**src/rtl/ram_loader_pkg.sv**
```systemverilog
// rtl/ram_loader_pkg.sv - shared types and constants for the SAP-1 RAM loader
package ram_loader_pkg;

    localparam int CKSUM_W = 8;

    typedef enum logic [2:0] {
        IDLE,
        W_WAIT,
        W_SETUP,
        W_STROBE,
        W_HOLD,
        R_ADDR,
        R_SAMPLE,
        FINISH
    } state_t;

endpackage

```
**src/rtl/ram_loader.sv**
```systemverilog
// rtl/ram_loader.sv - streams 16 nibbles into the SAP-1 RAM and optionally verifies them by checksum
module ram_loader
    import ram_loader_pkg::*;
#(
    parameter int ADDR_W = 4,
    parameter int DATA_W = 4,
    parameter int VERIFY = 1
) (
    input  logic               CLK,
    input  logic               CLR,
    input  logic               START,
    input  logic               IN_VALID,
    output logic               IN_READY,
    input  logic [DATA_W-1:0]  IN_DATA,
    output logic               CE_N,
    output logic               WE_N,
    output logic [ADDR_W-1:0]  A,
    output logic [DATA_W-1:0]  D,
    input  logic [DATA_W-1:0]  S,
    output logic               BUSY,
    output logic               DONE,
    output logic               ERR,
    output logic [CKSUM_W-1:0] CHECKSUM
);

    localparam logic [ADDR_W-1:0] LAST_ADDR = {ADDR_W{1'b1}};

    state_t              state;
    logic [ADDR_W-1:0]   addr;
    logic [CKSUM_W-1:0]  wr_sum;
    logic [CKSUM_W-1:0]  rd_sum;
    logic [CKSUM_W-1:0]  in_ext;
    logic [CKSUM_W-1:0]  rd_next;

    assign in_ext   = {{(CKSUM_W-DATA_W){1'b0}}, IN_DATA};
    assign rd_next  = rd_sum + {{(CKSUM_W-DATA_W){1'b0}}, S};
    assign CHECKSUM = wr_sum;

    // Every RAM-facing output is loaded with the value of the state being entered,
    // so A/D only ever move on edges where WE_N is (and stays) high.
    always_ff @(posedge CLK) begin
        if (CLR) begin
            state    <= IDLE;
            addr     <= '0;
            wr_sum   <= '0;
            rd_sum   <= '0;
            CE_N     <= 1'b1;
            WE_N     <= 1'b1;
            A        <= '0;
            D        <= '0;
            IN_READY <= 1'b0;
            BUSY     <= 1'b0;
            DONE     <= 1'b0;
            ERR      <= 1'b0;
        end else begin
            case (state)
                IDLE: begin
                    if (START) begin
                        addr     <= '0;
                        wr_sum   <= '0;
                        rd_sum   <= '0;
                        ERR      <= 1'b0;
                        IN_READY <= 1'b1;
                        BUSY     <= 1'b1;
                        state    <= W_WAIT;
                    end
                end
                W_WAIT: begin
                    if (IN_VALID) begin
                        D        <= IN_DATA;
                        A        <= addr;
                        wr_sum   <= wr_sum + in_ext;
                        IN_READY <= 1'b0;
                        state    <= W_SETUP;
                    end
                end
                W_SETUP: begin
                    CE_N  <= 1'b0;
                    WE_N  <= 1'b0;
                    state <= W_STROBE;
                end
                W_STROBE: begin
                    CE_N  <= 1'b1;
                    WE_N  <= 1'b1;
                    state <= W_HOLD;
                end
                W_HOLD: begin
                    if (addr == LAST_ADDR) begin
                        if (VERIFY != 0) begin
                            addr  <= '0;
                            A     <= '0;
                            CE_N  <= 1'b0;
                            state <= R_ADDR;
                        end else begin
                            DONE  <= 1'b1;
                            state <= FINISH;
                        end
                    end else begin
                        addr     <= addr + 1'b1;
                        IN_READY <= 1'b1;
                        state    <= W_WAIT;
                    end
                end
                R_ADDR: begin
                    state <= R_SAMPLE;
                end
                R_SAMPLE: begin
                    rd_sum <= rd_next;
                    if (addr == LAST_ADDR) begin
                        ERR   <= (rd_next != wr_sum);
                        CE_N  <= 1'b1;
                        DONE  <= 1'b1;
                        state <= FINISH;
                    end else begin
                        addr  <= addr + 1'b1;
                        A     <= addr + 1'b1;
                        state <= R_ADDR;
                    end
                end
                FINISH: begin
                    DONE  <= 1'b0;
                    BUSY  <= 1'b0;
                    state <= IDLE;
                end
                default: begin
                    state <= IDLE;
                end
            endcase
        end
    end

endmodule

```
**config.mk**
```make
export PLATFORM = sky130hd
export DESIGN_NAME = ram_loader
export DESIGN_NICKNAME = d
export VERILOG_FILES = /design/src/rtl/ram_loader_pkg.sv /design/src/rtl/ram_loader.sv
export SDC_FILE = /design/constraint.sdc
export NUM_CORES = 1
export LEC_CHECK = 0
export CORE_UTILIZATION = 25
export DETAILED_ROUTE_END_ITERATION = 12
export GPL_ROUTABILITY_DRIVEN = 0
export HOLD_SLACK_MARGIN = 0.03
export PLACE_DENSITY = 0.46
export SETUP_SLACK_MARGIN = 0.2
export SYNTH_ARGS = -nofsm -noshare
export SYNTH_HDL_FRONTEND = slang
export SYNTH_SLANG_ARGS = --single-unit
```
**constraint.sdc**
```tcl
create_clock -name CLK -period 2.35 [get_ports CLK]
set_clock_uncertainty 0.2 [all_clocks]
set_input_delay 0.47 -clock CLK [delete_from_list [all_inputs] [get_ports CLK]]
set_output_delay 0.47 -clock CLK [all_outputs]
set_load 0.005 [all_outputs]
```
==> flow_metrics.env, run 1 <==
export IMPL_period_share=0.904
export IMPL_swShare=0.267
export IMPL_setup_violations=0
export IMPL_firstDrtPassIters=4
export IMPL_cts_sinks=37
export IMPL_gr_usage_met3=0.0255
export IMPL_grt_pass1_wl_um=9840
export IMPL_clock_latency_ps=290
export IMPL_synth_fp_nets=272
export IMPL_most_common_layout_cells="dfxtp_1, buf_4, nand2_1, clkdlybuf4s50_1, nor2_1"
export IMPL_portBuffers=33
export IMPL_wl_per_cell_um=14.2
export IMPL_clock_power_share=0.351
export IMPL_final_util=0.368
export IMPL_syn_to_final_growth_pct=40.4
export IMPL_whs_ps=262
export IMPL_numCtsBuffers=5
export IMPL_placed_area_um2=2670
export IMPL_grt_use_met1=0.200
export IMPL_cts_max_level=2
export IMPL_pwr_share_comb=0.184
export IMPL_synth_avg_cell_area_um2=8.25
export IMPL_p_sw_mw=0.384
export IMPL_grt_pass1_vias=1976
export IMPL_wl_um=5810
export IMPL_dp_cells=400
export IMPL_hp_class="flop to flop"
export IMPL_seq_power_share=0.465
export IMPL_synth_ff_type="dfxtp_1"
export IMPL_gr_usage_all_layers=0.145
export IMPL_row_count=32
export IMPL_fp_dieH_um=92.7
export IMPL_worstPathArrival_ps=2110
export IMPL_start_util=0.262
export IMPL_fill_cells=860
export IMPL_power_mw=1.44
export IMPL_start_kind="input port"
export IMPL_ios=34
export IMPL_clkTransAtPathRegs_ps=80
export IMPL_diodes=0
export IMPL_layout_cells_non_filler=410
export IMPL_dieWidth_um=92.7
export IMPL_dp_hpwl_um=4190
export IMPL_num_vias=1982
export IMPL_internal_power_mw=1.05
export IMPL_ys_seq_area_frac=0.361
export IMPL_design_area_um2=2890
export IMPL_cts_root_buf="clkbuf_8"
export IMPL_layout_setup_ws_ps=226
export IMPL_finalHoldViolations=0
export IMPL_grt_max_degree=25
export IMPL_drc=0
export IMPL_die_area_um2=8580
export IMPL_postCtsHoldBufs=0
export IMPL_async_reset_ff_frac=0
export IMPL_drt_iter0_drc=105
export IMPL_overflow=0
export IMPL_relSlewSlack=0.747
export IMPL_cts_tree="yes"
export IMPL_core_area_um2=7850
export IMPL_peakVddDrop_mv=0.185
export IMPL_crit_type="input port to flop"
export IMPL_ys_warn_count=0
export IMPL_antenna_left=0
export IMPL_fin_crit_ps=2120
export IMPL_rsz0062_at_grt="true"
export IMPL_crit_required_ps=2330
export IMPL_layout_nets=330
export IMPL_tightest_slew_ps=377
export IMPL_critPathMaxFanout=2
export IMPL_netlist_instances=249
export IMPL_drv_slew=0
export IMPL_synth_seq_cells=37
export IMPL_viasPerCell=4.83
export IMPL_cts_buffer_depth=2
export IMPL_grt_antenna_before_repair=0
export IMPL_gr_usage_met2=0.225
export IMPL_final_common_cell="dfxtp_1"
export IMPL_drive_gt1_frac=0.201
export IMPL_synth_area_um2=2050
export IMPL_leakagePower_nw=1.14
export IMPL_setup_worst_path_end_class="flop"
export IMPL_pre_cts_ws_ps=-406
export IMPL_fmax_mhz=471
export IMPL_synth_edff_count=0
export IMPL_cap_violations=0
export IMPL_status="finished, final reports clean"
export IMPL_yosys_cell_types_count=49
export IMPL_setup_tns_ps=0
export IMPL_grt_busiest_layer="met2"
export IMPL_powerDensity_nw_per_um2=498
per-layer routing:
layer  routed length (um)  vias to the layer above
met3                  228                        9
li1                     -                     1004
met4                  103                        0
met5                    0                        -
met2                 2580                       42
met1                 2900                      927
timing repair:
item,4_1_cts,5_1_grt
gates resized for setup,18,11
cloned,0,0
buffers inserted,1,1
pin swaps,11,12
setup endpoints to repair,9,9
synth_stat cells, types with 5 or more instances:
cell type	n	area share
dfxtp_1	37	0.36
nand2_1	30	0.055
a21oi_1	26	0.063
nor2_1	26	0.048
o21ai_0	13	0.032
xnor2_1	10	0.043
ha_1	9	0.055
clkbuf_1	8	0.015
nand3_1	8	0.019
xor2_1	6	0.026
and3_1	5	0.015
or3_1	5	0.015
worst paths after layout:
kind                             end  cells past startpoint  slack (ps)      start
worst max register to register   ERR                      7         230  rd_sum[0]
worst max-delay path             ERR                      7         230       S[1]
worst min-delay path            D[3]                      2         260       D[3]
worst min register to register  D[3]                      2         260       D[3]
power by group through the flow:
| stage | clock network [mW] | logic (mW) | registers (mW) |
|---|---|---|---|
| 6_report | 0.505 | 0.265 | 0.668 |
| 5_1_grt | 0.547 | 0.295 | 0.672 |
| 4_1_cts | 0.527 | 0.259 | 0.668 |
| 3_5_place_dp | 0 | 0.254 | 0.682 |
| 3_3_place_gp | 0 | 0.253 | 0.682 |
| 2_1_floorplan | 0 | 0.135 | 0.682 |
kinds of logic after synthesis:
kind of cell | synth area share
DFF | 0.361
and+or+nand+nor | 0.233
buffers and inverters | 0.0445
adders and majority gates | 0.0743
AOI/OAI and AO/OA | 0.215
xor gates and xnor gates | 0.0682
muxes | 0.00487
cell type report:
cell class | count | area, um2 | area share
Inverter | 4 | 15.0 | 0.00520
Multi-Input combinational cell | 195 | 1340 | 0.463
Tap cell | 102 | 128 | 0.0442
Timing Repair Buffer | 64 | 564 | 0.196
Sequential cell | 37 | 742 | 0.257
Clock buffer | 7 | 96.3 | 0.0334
Clock inverter | 1 | 5.00 | 0.00173
registers in the layout, summed over array words and instances, names as in the netlist:
name      flops
BUSY          1
CHECKSUM      8
rd_sum        8
WE_N          1
IN_READY      1
A             4
CE_N          1
ERR           1
D             4
DONE          1
state         3
addr          4
critical path, stage by stage:
cell and delay (ps):
dlygate4sd2_1 270, fa_2 610, xnor2_2 110, o211ai_1 100
nor4_1 190, nand4_1 120, o31a_1 240
Power figures use the tool's default switching activity.
==> run 2, diff against run 1 <==
--- a/config.mk
+++ b/config.mk
@@ -9,7 +9,7 @@
 export DETAILED_ROUTE_END_ITERATION = 12
 export GPL_ROUTABILITY_DRIVEN = 0
 export HOLD_SLACK_MARGIN = 0.03
-export PLACE_DENSITY = 0.46
+export PLACE_DENSITY = 0.45
 export SETUP_SLACK_MARGIN = 0.2
 export SYNTH_ARGS = -nofsm -noshare
 export SYNTH_HDL_FRONTEND = slang
==> constraint.sdc (replaced) <==
create_clock -name CLK -period 2.7 [get_ports CLK]
set_clock_uncertainty 0.2 [all_clocks]
set_input_delay 0.54 -clock CLK [delete_from_list [all_inputs] [get_ports CLK]]
set_output_delay 0.54 -clock CLK [all_outputs]
set_load 0.005 [all_outputs]
==> flow_metrics.env, run 2 (synthesis gave the netlist of run 1 again) <==
export IMPL_overflow=0
export IMPL_fp_dieH_um=92.7
export IMPL_antenna_left=0
export IMPL_layout_nets=318
export IMPL_syn_to_final_growth_pct=30.9
export IMPL_cts_buffer_depth=2
export IMPL_num_vias=1916
export IMPL_numCtsBuffers=5
export IMPL_setup_tns_ps=0
export IMPL_gr_usage_met2=0.210
export IMPL_grt_max_degree=23
export IMPL_leakagePower_nw=1.02
export IMPL_dieWidth_um=92.7
export IMPL_grt_pass1_wl_um=9450
export IMPL_clock_latency_ps=300
export IMPL_slowest_delay_ps=500
export IMPL_critPathMaxFanout=2
export IMPL_diodes=0
export IMPL_cts_sinks=37
export IMPL_fill_cells=858
export IMPL_grt_pass1_vias=1931
export IMPL_grt_antenna_before_repair=0
export IMPL_cts_max_level=2
export IMPL_firstDrtPassIters=4
export IMPL_crit_type="input port to flop"
export IMPL_hp_class="flop to flop"
export IMPL_drive_gt1_frac=0.118
export IMPL_period_share=0.911
export IMPL_setup_worst_path_end_class="flop"
export IMPL_whs_ps=260
export IMPL_wl_um=5510
export IMPL_portBuffers=33
export IMPL_gr_usage_all_layers=0.141
export IMPL_grt_busiest_layer="met2"
export IMPL_drv_slew=0
export IMPL_peakVddDrop_mv=0.146
export IMPL_core_area_um2=7850
export IMPL_status="finished, final reports clean"
export IMPL_cap_violations=0
export IMPL_drt_iter0_drc=44
export IMPL_dp_hpwl_um=4060
export IMPL_setup_violations=0
export IMPL_worstPathArrival_ps=2490
export IMPL_gr_usage_met3=0.0320
export IMPL_slowest_stage="clkdlybuf4s50_1"
export IMPL_postCtsHoldBufs=0
export IMPL_cts_tree="yes"
export IMPL_grt_use_met1=0.198
export IMPL_relSlewSlack=0.746
export IMPL_cts_setup_buffers=0
export IMPL_wl_per_cell_um=13.8
export IMPL_row_count=32
export IMPL_crit_required_ps=2730
export IMPL_clkTransAtPathRegs_ps=80
export IMPL_start_util=0.262
export IMPL_fmax_mhz=407
export IMPL_rsz0062_at_grt="true"
export IMPL_viasPerCell=4.81
export IMPL_worstPathCellList="clkdlybuf4s50_1 > or4b_4 > nor2b_4 > or2_4 > or4_1 > a21oi_1"
export IMPL_drc=0
export IMPL_cts_root_buf="clkbuf_8"
export IMPL_powerDensity_nw_per_um2=438
export IMPL_final_common_cell="dfxtp_1"
export IMPL_die_area_um2=8580
export IMPL_start_kind="input port"
export IMPL_ios=34
export IMPL_tightest_slew_ps=381
export IMPL_finalHoldViolations=0
export IMPL_most_common_layout_cells="dfxtp_1, clkdlybuf4s50_1, nand2_1, nor2_1, a21oi_1"
export IMPL_fin_crit_ps=2460
[run 2: cell count changes in the layout (fill, tap and decap cells not counted), sizes merged]
cell	change
buf	-13
clkbuf	+1
clkdlybuf4s15	+1
clkdlybuf4s50	+6
clkinv	-1
dlygate4sd2	-2
dlymetal6s2s	-4
[run 2: critical path: cells and delay by family]
kind / cells / cell delay, ps
compound gates: 1 / 140
simple gates: 4 / 1320
buf+inv: 1 / 500
[run 2: cell type report]
type,count,area (um2),share of cell area
clock buffers,8,80.1,0.0298
inverters,4,15.0,0.00558
multi-input cells,195,1250,0.467
flip-flops and latches,37,741,0.275
well taps,102,128,0.0474
repair buffers,52,472,0.175
[run 2: layer usage]
layer,up-vias,wire [um],share of wire
met3,6,153,0.028
met4,0,83,0.015
met1,893,2880,0.52
li1,985,-,-
met2,32,2400,0.43
met5,-,0,0
[run 2: what timing repair did]
| action | 4_1_cts | 5_1_grt |
|---|---|---|
| gates resized for setup | 6 | 5 |
| pin swaps | 7 | 0 |
| hold endpoints to repair | 0 | 0 |
| setup endpoints to repair | 1 | 7 |
[run 2: report_power, final]
part	internal [mW]	total, mW	switching (mW)
sequential	0.566	0.586	0.0204
clock	0.184	0.386	0.202
combinational	0.108	0.205	0.0975
total	0.857	1.18	0.320
[run 2: worst paths after layout]
check	slack, ps	endpoint	startpoint	depth (start not counted)
setup / recovery	240	CHECKSUM[7]	START	6
hold / removal	260	D[3]	D[3]	2
setup reg to reg	370	ERR	rd_sum[0]	7
hold reg to reg	260	D[3]	D[3]	2
[run 2: metrics by stage]
stage | power, mW | instances | utilization | cell area (um2) | setup slack, ps
2_1_floorplan | 0.711 | 249 | - | 2050 | 274
3_3_place_gp | 0.804 | 390 | 0.329 | 2580 | -176
3_5_place_dp | 0.804 | 390 | 0.329 | 2580 | -176
4_1_cts | 1.20 | 398 | 0.340 | 2670 | 231
5_1_grt | 1.25 | 398 | 0.343 | 2690 | 176
6_report | 1.18 | 398 | 0.343 | 2690 | 242
